--- config.mk ---
export PLATFORM = sky130hd
export DESIGN_NAME = data_loader_ctrl
export DESIGN_NICKNAME = d
export VERILOG_FILES = /design/src/rtl/data_loader_pkg.sv /design/src/rtl/sample_counter.sv /design/src/rtl/data_loader_ctrl.sv
export SDC_FILE = /design/constraint.sdc
export NUM_CORES = 1
export LEC_CHECK = 0
export CAP_MARGIN = 20
export CORE_MARGIN = 4
export CORE_UTILIZATION = 47
export CTS_CLUSTER_DIAMETER = 30
export DETAILED_ROUTE_END_ITERATION = 12
export GPL_ROUTABILITY_DRIVEN = 1
export PLACE_DENSITY_LB_ADDON = 0.05
export SLEW_MARGIN = 5
export SYNTH_ARGS = -nofsm -noshare
export SYNTH_HDL_FRONTEND = slang
export SYNTH_SLANG_ARGS = --single-unit
--- constraint.sdc ---
create_clock -name clk -period 1.9 [get_ports clk]
set_input_delay 0.475 -clock clk [delete_from_list [all_inputs] [get_ports clk]]
set_output_delay 0.475 -clock clk [all_outputs]
set_load 0.02 [all_outputs]
--- src/rtl/data_loader_pkg.sv ---
// Shared constants and types for the sample data loader controller.
package data_loader_pkg;

    // Sample set geometry
    localparam int N_SAMPLES = 150;
    localparam int CNT_W     = 8;
    localparam int PASS_W    = 4;

    // Sample format: Q10.10 fixed point
    localparam int DATA_W    = 20;
    localparam int FRAC_W    = 10;

    // Controller states
    typedef enum logic [1:0] {
        IDLE = 2'd0,
        RUN  = 2'd1,
        DONE = 2'd2
    } ldr_state_t;

endpackage

--- src/rtl/sample_counter.sv ---
// Sample index register: clears to 0, increments up to a terminal count of
// N_SAMPLES-1 and flags that terminal count on o_wrap. It saturates at the
// terminal count; rolling back to 0 is done explicitly through i_clr.
module sample_counter #(
    parameter int N_SAMPLES = 150,
    parameter int CNT_W     = 8
) (
    input  logic             i_clk,
    input  logic             i_rst_n,
    input  logic             i_inc,
    input  logic             i_clr,
    output logic [CNT_W-1:0] o_cnt,
    output logic             o_wrap
);

    localparam logic [CNT_W-1:0] LP_LAST = CNT_W'(N_SAMPLES - 1);

    logic [CNT_W-1:0] r_cnt;
    logic             w_wrap;

    assign w_wrap = (r_cnt == LP_LAST);
    assign o_cnt  = r_cnt;
    assign o_wrap = w_wrap;

    // Index register; clear has priority, increment never passes the terminal count
    always_ff @(posedge i_clk) begin
        if (!i_rst_n) begin
            r_cnt <= '0;
        end else if (i_clr) begin
            r_cnt <= '0;
        end else if (i_inc && !w_wrap) begin
            r_cnt <= r_cnt + CNT_W'(1);
        end
    end

endmodule

--- src/rtl/data_loader_ctrl.sv ---
// Sequencing controller for the sample data loader: walks the sample index
// over all stored samples for a programmable number of passes and offers each
// sample to the consumer through a valid/ready handshake.
module data_loader_ctrl #(
    parameter int N_SAMPLES = data_loader_pkg::N_SAMPLES,
    parameter int CNT_W     = data_loader_pkg::CNT_W,
    parameter int PASS_W    = data_loader_pkg::PASS_W
) (
    input  logic              clk,
    input  logic              rst,
    input  logic              start,
    input  logic              abort,
    input  logic [PASS_W-1:0] passes,
    input  logic              ready,
    output logic [CNT_W-1:0]  cnt,
    output logic              valid,
    output logic              first,
    output logic              last,
    output logic [PASS_W-1:0] pass_idx,
    output logic              busy,
    output logic              done
);

    import data_loader_pkg::*;

    ldr_state_t        r_state;
    ldr_state_t        w_next_state;

    logic [PASS_W-1:0] r_passes;
    logic [PASS_W-1:0] r_pass_idx;

    logic [CNT_W-1:0]  w_cnt;
    logic              w_cnt_wrap;
    logic              w_cnt_inc;
    logic              w_cnt_clr;
    logic              w_pass_inc;
    logic              w_pass_clr;
    logic              w_latch;
    logic              w_xfer;
    logic              w_last_pass;

    sample_counter #(
        .N_SAMPLES (N_SAMPLES),
        .CNT_W     (CNT_W)
    ) u_sample_counter (
        .i_clk   (clk),
        .i_rst_n (rst),
        .i_inc   (w_cnt_inc),
        .i_clr   (w_cnt_clr),
        .o_cnt   (w_cnt),
        .o_wrap  (w_cnt_wrap)
    );

    assign w_xfer      = (r_state == RUN) && ready;
    // Plain PASS_W-bit subtraction; only evaluated in RUN, where r_passes >= 1
    assign w_last_pass = (r_pass_idx == (r_passes - PASS_W'(1)));

    // State register
    always_ff @(posedge clk) begin
        if (!rst) begin
            r_state <= IDLE;
        end else begin
            r_state <= w_next_state;
        end
    end

    // Latched pass count and current pass index
    always_ff @(posedge clk) begin
        if (!rst) begin
            r_passes   <= '0;
            r_pass_idx <= '0;
        end else begin
            if (w_latch) begin
                r_passes <= passes;
            end
            if (w_pass_clr) begin
                r_pass_idx <= '0;
            end else if (w_pass_inc) begin
                r_pass_idx <= r_pass_idx + PASS_W'(1);
            end
        end
    end

    // Next-state and counter control
    always_comb begin
        w_next_state = r_state;
        w_cnt_inc    = 1'b0;
        w_cnt_clr    = 1'b0;
        w_pass_inc   = 1'b0;
        w_pass_clr   = 1'b0;
        w_latch      = 1'b0;
        case (r_state)
            IDLE: begin
                if (start && !abort) begin
                    w_latch      = 1'b1;
                    w_cnt_clr    = 1'b1;
                    w_pass_clr   = 1'b1;
                    w_next_state = (passes == '0) ? DONE : RUN;
                end
            end
            RUN: begin
                // Abort wins over a coincident transfer: the index is not advanced
                if (abort) begin
                    w_next_state = DONE;
                end else if (w_xfer) begin
                    if (!w_cnt_wrap) begin
                        w_cnt_inc = 1'b1;
                    end else if (!w_last_pass) begin
                        w_cnt_clr  = 1'b1;
                        w_pass_inc = 1'b1;
                    end else begin
                        w_next_state = DONE;
                    end
                end
            end
            DONE: begin
                w_next_state = IDLE;
                w_cnt_clr    = 1'b1;
                w_pass_clr   = 1'b1;
            end
            default: begin
                w_next_state = IDLE;
            end
        endcase
    end

    assign cnt      = w_cnt;
    assign pass_idx = r_pass_idx;
    assign valid    = (r_state == RUN);
    assign busy     = (r_state != IDLE);
    assign done     = (r_state == DONE);
    assign first    = valid && (w_cnt == '0);
    assign last     = valid && w_cnt_wrap;

endmodule
Word level (Yosys, flattened, before mapping)
Cells that the tools add are included.

operators by class
  add/sub/neg operators = 3
  eq/ne operators = 8
  multiplexer cells = 20
  bitwise operators = 1
  reductions and logical operators = 14

operators with widths
  cell                                                                    count
  2-bit two-way mux                                                       6
  1-bit two-way mux                                                       11
  3-bit by 2-bit != test with 1-bit output (second input constant)        3
  8-bit by 1-bit adder with 8-bit output (second input constant)          1
  8-bit equality test (second input constant)                             1
  8-bit logical NOT                                                       1
  1-bit logical AND                                                       5
  4-bit by 1-bit adder with 4-bit output (second input constant)          1
  4-bit equality test                                                     1
  4-bit logical NOT                                                       1
  2-bit case mux with 2 select lines                                      1
  4-bit AND reduction                                                     1
  2-bit OR reduction                                                      2
  4-bit by 1-bit subtractor with 4-bit output (second input constant)     1
  1-bit case mux with 3 select lines                                      1
  2-bit by 1-bit equality test with 1-bit output (second input constant)  1
  2-bit equality test (second input constant)                             1
  1-bit logical NOT                                                       2
  2-bit logical NOT                                                       1
  2-bit != test (second input constant)                                   1
  1-bit case mux with 2 select lines                                      1
  2-bit nonzero test                                                      1
  1-bit inverter                                                          1

word-level totals
  register bits = 18
  output and inout port bits = 17

Depth between registers and ports, before layout
Gate-level depths: netlist of the first run.

  word-level depth = 8
  depth in mapped cells = 7
  mapped depth without buffers = 7

Modules after synthesis
Synthesis of the first run repeated with hierarchy kept, for this count alone.

unflattened totals
  cell total of the unflattened synthesis = 122
  area, all modules = 1036.0 sq um

modules (own cells, without submodules)
  module            instances  cells an instance  area an instance (sq um)  seq. area each (sq um)
  data_loader_ctrl  1          74                 621.8                     200.2
  sample_counter    1          48                 414.1                     160.2

Least setup slack after synthesis of the first run
No wires, ideal clock.

  kind = flip-flop to output port
  start = register u_sample_counter.r_cnt[1], in the netlist u_sample_counter.o_cnt[1]
  end = output port first
  arrival time = 1.681 ns
  required time = 1.425 ns
  slack = -0.256 ns
  cell stages (with the launch flop) = 5
  path through = dfxtp_1 -> inv_1 -> ha_1 -> or4b_2 -> nor3_1

on the way
  cells in the longest elaborated chain, start to end = 2

RTL lines
  element                   RTL line                 source
  start: declaration        sample_counter.sv:18     logic [CNT_W-1:0] r_cnt;
  start signal: assignment  sample_counter.sv:32     r_cnt <= r_cnt + CNT_W'(1);
  8-bit logical NOT         data_loader_ctrl.sv:132  assign first = valid && (w_cnt == '0);
  1-bit logical AND         data_loader_ctrl.sv:132
  end: declaration          data_loader_ctrl.sv:17   output logic first,

Every way passes these cells.

Worst setup path after layout of the first run
Same ends and word-level chain as after synthesis.

==> impl_summary.txt, run 1 <==
----------------------------------------------------
[Route]
  Number of nets with antenna violations after routing ... 0
  Detailed Route Iter0 Violations ... 19
  Number of design rule violations left after detail routing ... 0
  Routed wire per std cell ... 13.8 µm
  Final routed wirelength across all metal layers ... approximately 2600 µm
  Via count ... between 900 and 1000
  Vias per cell ... around 5.2
  Number of iterations in the first detailed-routing pass ... 4

[Logic synthesis]
  Post-synthesis share of cell area spent on and, or, nand and nor gates ... 29.2%
  Gate count after technology mapping ... 111
  Area share of the leading cell type in the synthesized netlist ... between 30 and 40%
  Share of cell area taken by muxes after synthesis ... under 10%
  Unique cell type count in the Yosys netlist ... 35
  Adder-Cell Fraction of Synth Area ... 6.27%
  Post-Syn Nets ... 125
  Post-synthesis sequential element count ... 18
  Cell area after synthesis ... 997 µm²
  Area fraction in compound gates after synthesis ... 9.41%
  Dominant cells by area after synthesis ... dfxtp_1 (36%), xor2_1 (8.8%), nor2_1 (6.4%)
  Most common cell in the synthesized netlist ... dfxtp_1
  Average size of a mapped cell ... 8.98 µm²
  Combinational family with the most area after synthesis ... simple AND/OR/NAND/NOR gates
  Top FF cell, synth ... dfxtp_1
  Sequential share of the synthesized area ... between 30% and 40%
  Top cells by count, synth ... dfxtp_1 (18), nor2_1 (17), xor2_1 (10), nor2b_1 (6)
  XOR/XNOR share of the synthesized area ... between 10% and 20%
  Number of warnings reported in the yosys synthesis log ... 0
  Count of flip-flops with a built-in enable after synthesis ... 0
  Async set-reset flop share out of synthesis ... 0%
  Top cell type by total area after synthesis ... dfxtp_1

[Place]
  Last weighted congestion value of the routability-driven placer ... 0.828
  IO buf count ... 25
  Placement-stage worst setup slack ... -409 ps
  Detailed-placement wirelength estimate ... slightly below 2000 µm
  Number of placed instances with taps included ... 185

[Clock network]
  Clk sinks ... 18
  Number of buffers added to fix hold violations after cts ... 0
  Clock slew at the register clock pins of the worst setup and hold paths ... 120 ps
  Number of buffers on the longest clock path ... 2
  Clock Root Buffer ... clkbuf_4
  TritonCTS clock tree ... yes
  Depth of the CTS H-tree ... 1
  Worst skew pair latency ... approximately 300 ps
  Number of CTS-inserted buffers ... 3

[Cells and area]
  Fraction of final layout cells with drive strength greater than 1 ... around a third
  Antenna diode instance count ... 0
  Non-filler cells in the finished layout ... 191
  Net count reported at finish ... ~180
  Final standard cell utilization of the core ... 80.1%
  Area growth from synthesis to layout ... 59.1%
  Filler cells ... 122

[Worst setup path]
  Cells along the critical path ... inv_2, ha_4, or4b_4, nor3_2, buf_4
  Required time at the endpoint of the critical path ... about 1400 ps
  Stage delay of the slowest cell on the critical path ... 450 ps
  Crit start category ... flip-flop
  Kind of critical path ... reg2out
  Crit path buffers/inverters ... 2
  Crit path capture type ... output pin
  Minimum setup slack among reg-to-reg paths ... about 20 ps
  Critical path's top delay family ... simple AND/OR/NAND/NOR gates
  CP max stage cell ... or4b_4
  Arrival time of data at the critical path endpoint ... about 1600 ps
  Peak fanout along the critical path ... 2

[Pwr]
  Overall power of the completed layout ... 785 µW
  Largest vdd supply drop ... 0.000347 V
  Power density of the placed cells ... 495 nW/µm²
  Share of total power consumed by net switching ... 26.6%
  Portion of total power attributed to sequential cells ... 49.7%
  Combinational group share of total power ... 18.5%
  Cell-internal power ... 577 µW
  Leakage dissipation ... 0.805 nW
  Net switching component of the power ... about 210 µW
  Clock network fraction of total power ... 31.8%

[Global routing]
  Met1 Usage GRT ... 25.5%
  Number of global-route vias before repair ... 977
  Overall Global Routing Usage ... 20.7%
  Largest net degree at the start of global routing ... 11
  Met2 usage ... 36.3%
  GR peak layer ... met2
  First-pass GRT wire length ... 4350 µm
  Initial antenna violation count ... 0
  Total congestion overflow ... 0
  Met3 track demand over resource ... 3.05%

[Worst hold path]
  Hold Crit Class ... reg2reg

[STA]
  Measured slew at the worst slew-check pin ... 426 ps
  Unrepaired setup endpoints after global routing ... yes
  Total count of hold-check failures in the final report ... 0
  Timing-limited maximum frequency ... ~490 MHz
  Final Critical Period ... 2030 ps
  Final Worst Setup Slack ... -126 ps
  Final critical-path share of the clock period ... 107%
  Worst relative slew slack ... 71.3%
  Fin Clk Skew ... 7.20 ps
  TNS Setup ... -144 ps
  Final count of negative-setup-slack endpoints ... 2
  Number of pins exceeding their max-slew limit in the final report ... 0

[Status]
  Violated checks ... setup timing
  Outcome ... complete, but fails checks

[Floorplanning]
  Core area ... 1980 µm²
  Placement row count ... 16
  Die Wd ... 54.1 µm
  Chip Height ... 54.1 µm
  Count of pins on the block boundary ... 26
  Die area ... 2920 µm²
  Starting density of the core ... 50.3%

[Run]
  Total of max-cap violations ... 0

----------------------------------------------------
[path summary, 6_finish.rpt]
kind,cells after the start,to,from
worst max-delay path,5,first,u_sample_counter.o_cnt[1]
worst min-delay path,2,r_passes[3],r_passes[3]
worst max register to register,9,pass_idx[3],u_sample_counter.o_cnt[1]
worst min register to register,2,r_passes[3],r_passes[3]
[cell usage in the layout, fill, tap and decap left out, drive strengths merged, types with 2 or more instances in the layout]
cell           netlist  final
nor2b                6      6
o21ai                4      4
mux2i                3      3
and3                 2      2
nor4                 2      2
xor2                10     10
nor2                17     17
buf                  0     27
clkbuf               1      5
or2                  2      2
nor3                 3      3
dfxtp               18     18
nand3                2      2
dlygate4sd2          0      2
nand4                5      5
ha                   5      5
inv                  5      5
nand2                4      4
xnor2                3      3
clkdlybuf4s50        0     12
a21oi                4      4
or3                  2      2
dlymetal6s2s         0      8
[what timing repair did]
action	4_1_cts	5_1_grt
setup buffers	3	1
setup endpoints to repair	5	23
pin swaps	3	5
resized for setup	21	21
[kinds of logic after synthesis]
family / Yosys count
adder cells (fa/ha/maj): 5
multiplexers: 3
AND/OR/NAND/NOR: 51
AO/OA/AOI/OAI: 14
buffers and inverters: 6
XOR/XNOR: 14
flip-flops: 18
[state kept, by name (all words and copies together) (netlist names)]
name                    cells
u_sample_counter.o_cnt      8
r_state                     2
pass_idx                    4
r_passes                    4
[worst reg2reg max path: stages (launching register included)]
cell and delay, ps:
dfxtp_2 340, inv_2 80, buf_6 110, ha_4 110, nand4_1 130, buf_4 190
nor4_4 290, o21ai_2 100, or3_1 380, a21oi_2 120
[per-layer routing]
layer / wire (µm) / vias up
met1: 1180 / 477
li1: - / 493
met2: 1320 / 26
met5: 0 / -
met3: 115 / 2
met4: 13 / 0
[stage by stage]
stage	hold slack [ps]	cell area (µm²)
2_1_floorplan	467	1010
3_3_place_gp	504	1460
3_5_place_dp	520	1460
4_1_cts	538	1530
5_1_grt	563	1590
6_report	541	1590
[power groups by stage]
stage | clock network [mW] | logic [mW] | registers (mW)
after floorplan | 0 | 0.0737 | 0.401
after global placement | 0 | 0.140 | 0.399
after detailed placement | 0 | 0.143 | 0.399
after CTS | 0.251 | 0.140 | 0.390
after global routing | 0.267 | 0.159 | 0.392
final | 0.249 | 0.145 | 0.391
[cell type report]
class / count / area [µm²] / area share [%]
clock buffer: 4 / 36.3 / 2.29
inverter: 5 / 18.8 / 1.18
tap: 27 / 33.8 / 2.13
timing repair buffer: 50 / 457 / 28.8
sequential: 18 / 364 / 22.9
multi-input combinational: 87 / 677 / 42.7
Note: power is estimated with default switching activity, not from simulation.
==> run 2: changes to the inputs <==
--- a/config.mk
+++ b/config.mk
@@ -11,6 +11,7 @@
 export CTS_CLUSTER_DIAMETER = 30
 export DETAILED_ROUTE_END_ITERATION = 12
 export GPL_ROUTABILITY_DRIVEN = 1
+export GPL_TIMING_DRIVEN = 1
 export PLACE_DENSITY_LB_ADDON = 0.05
 export SLEW_MARGIN = 5
 export SYNTH_ARGS = -nofsm -noshare
==> results of run 2 <==
The final DEF is identical to that of run 1; final timing and power are the same.
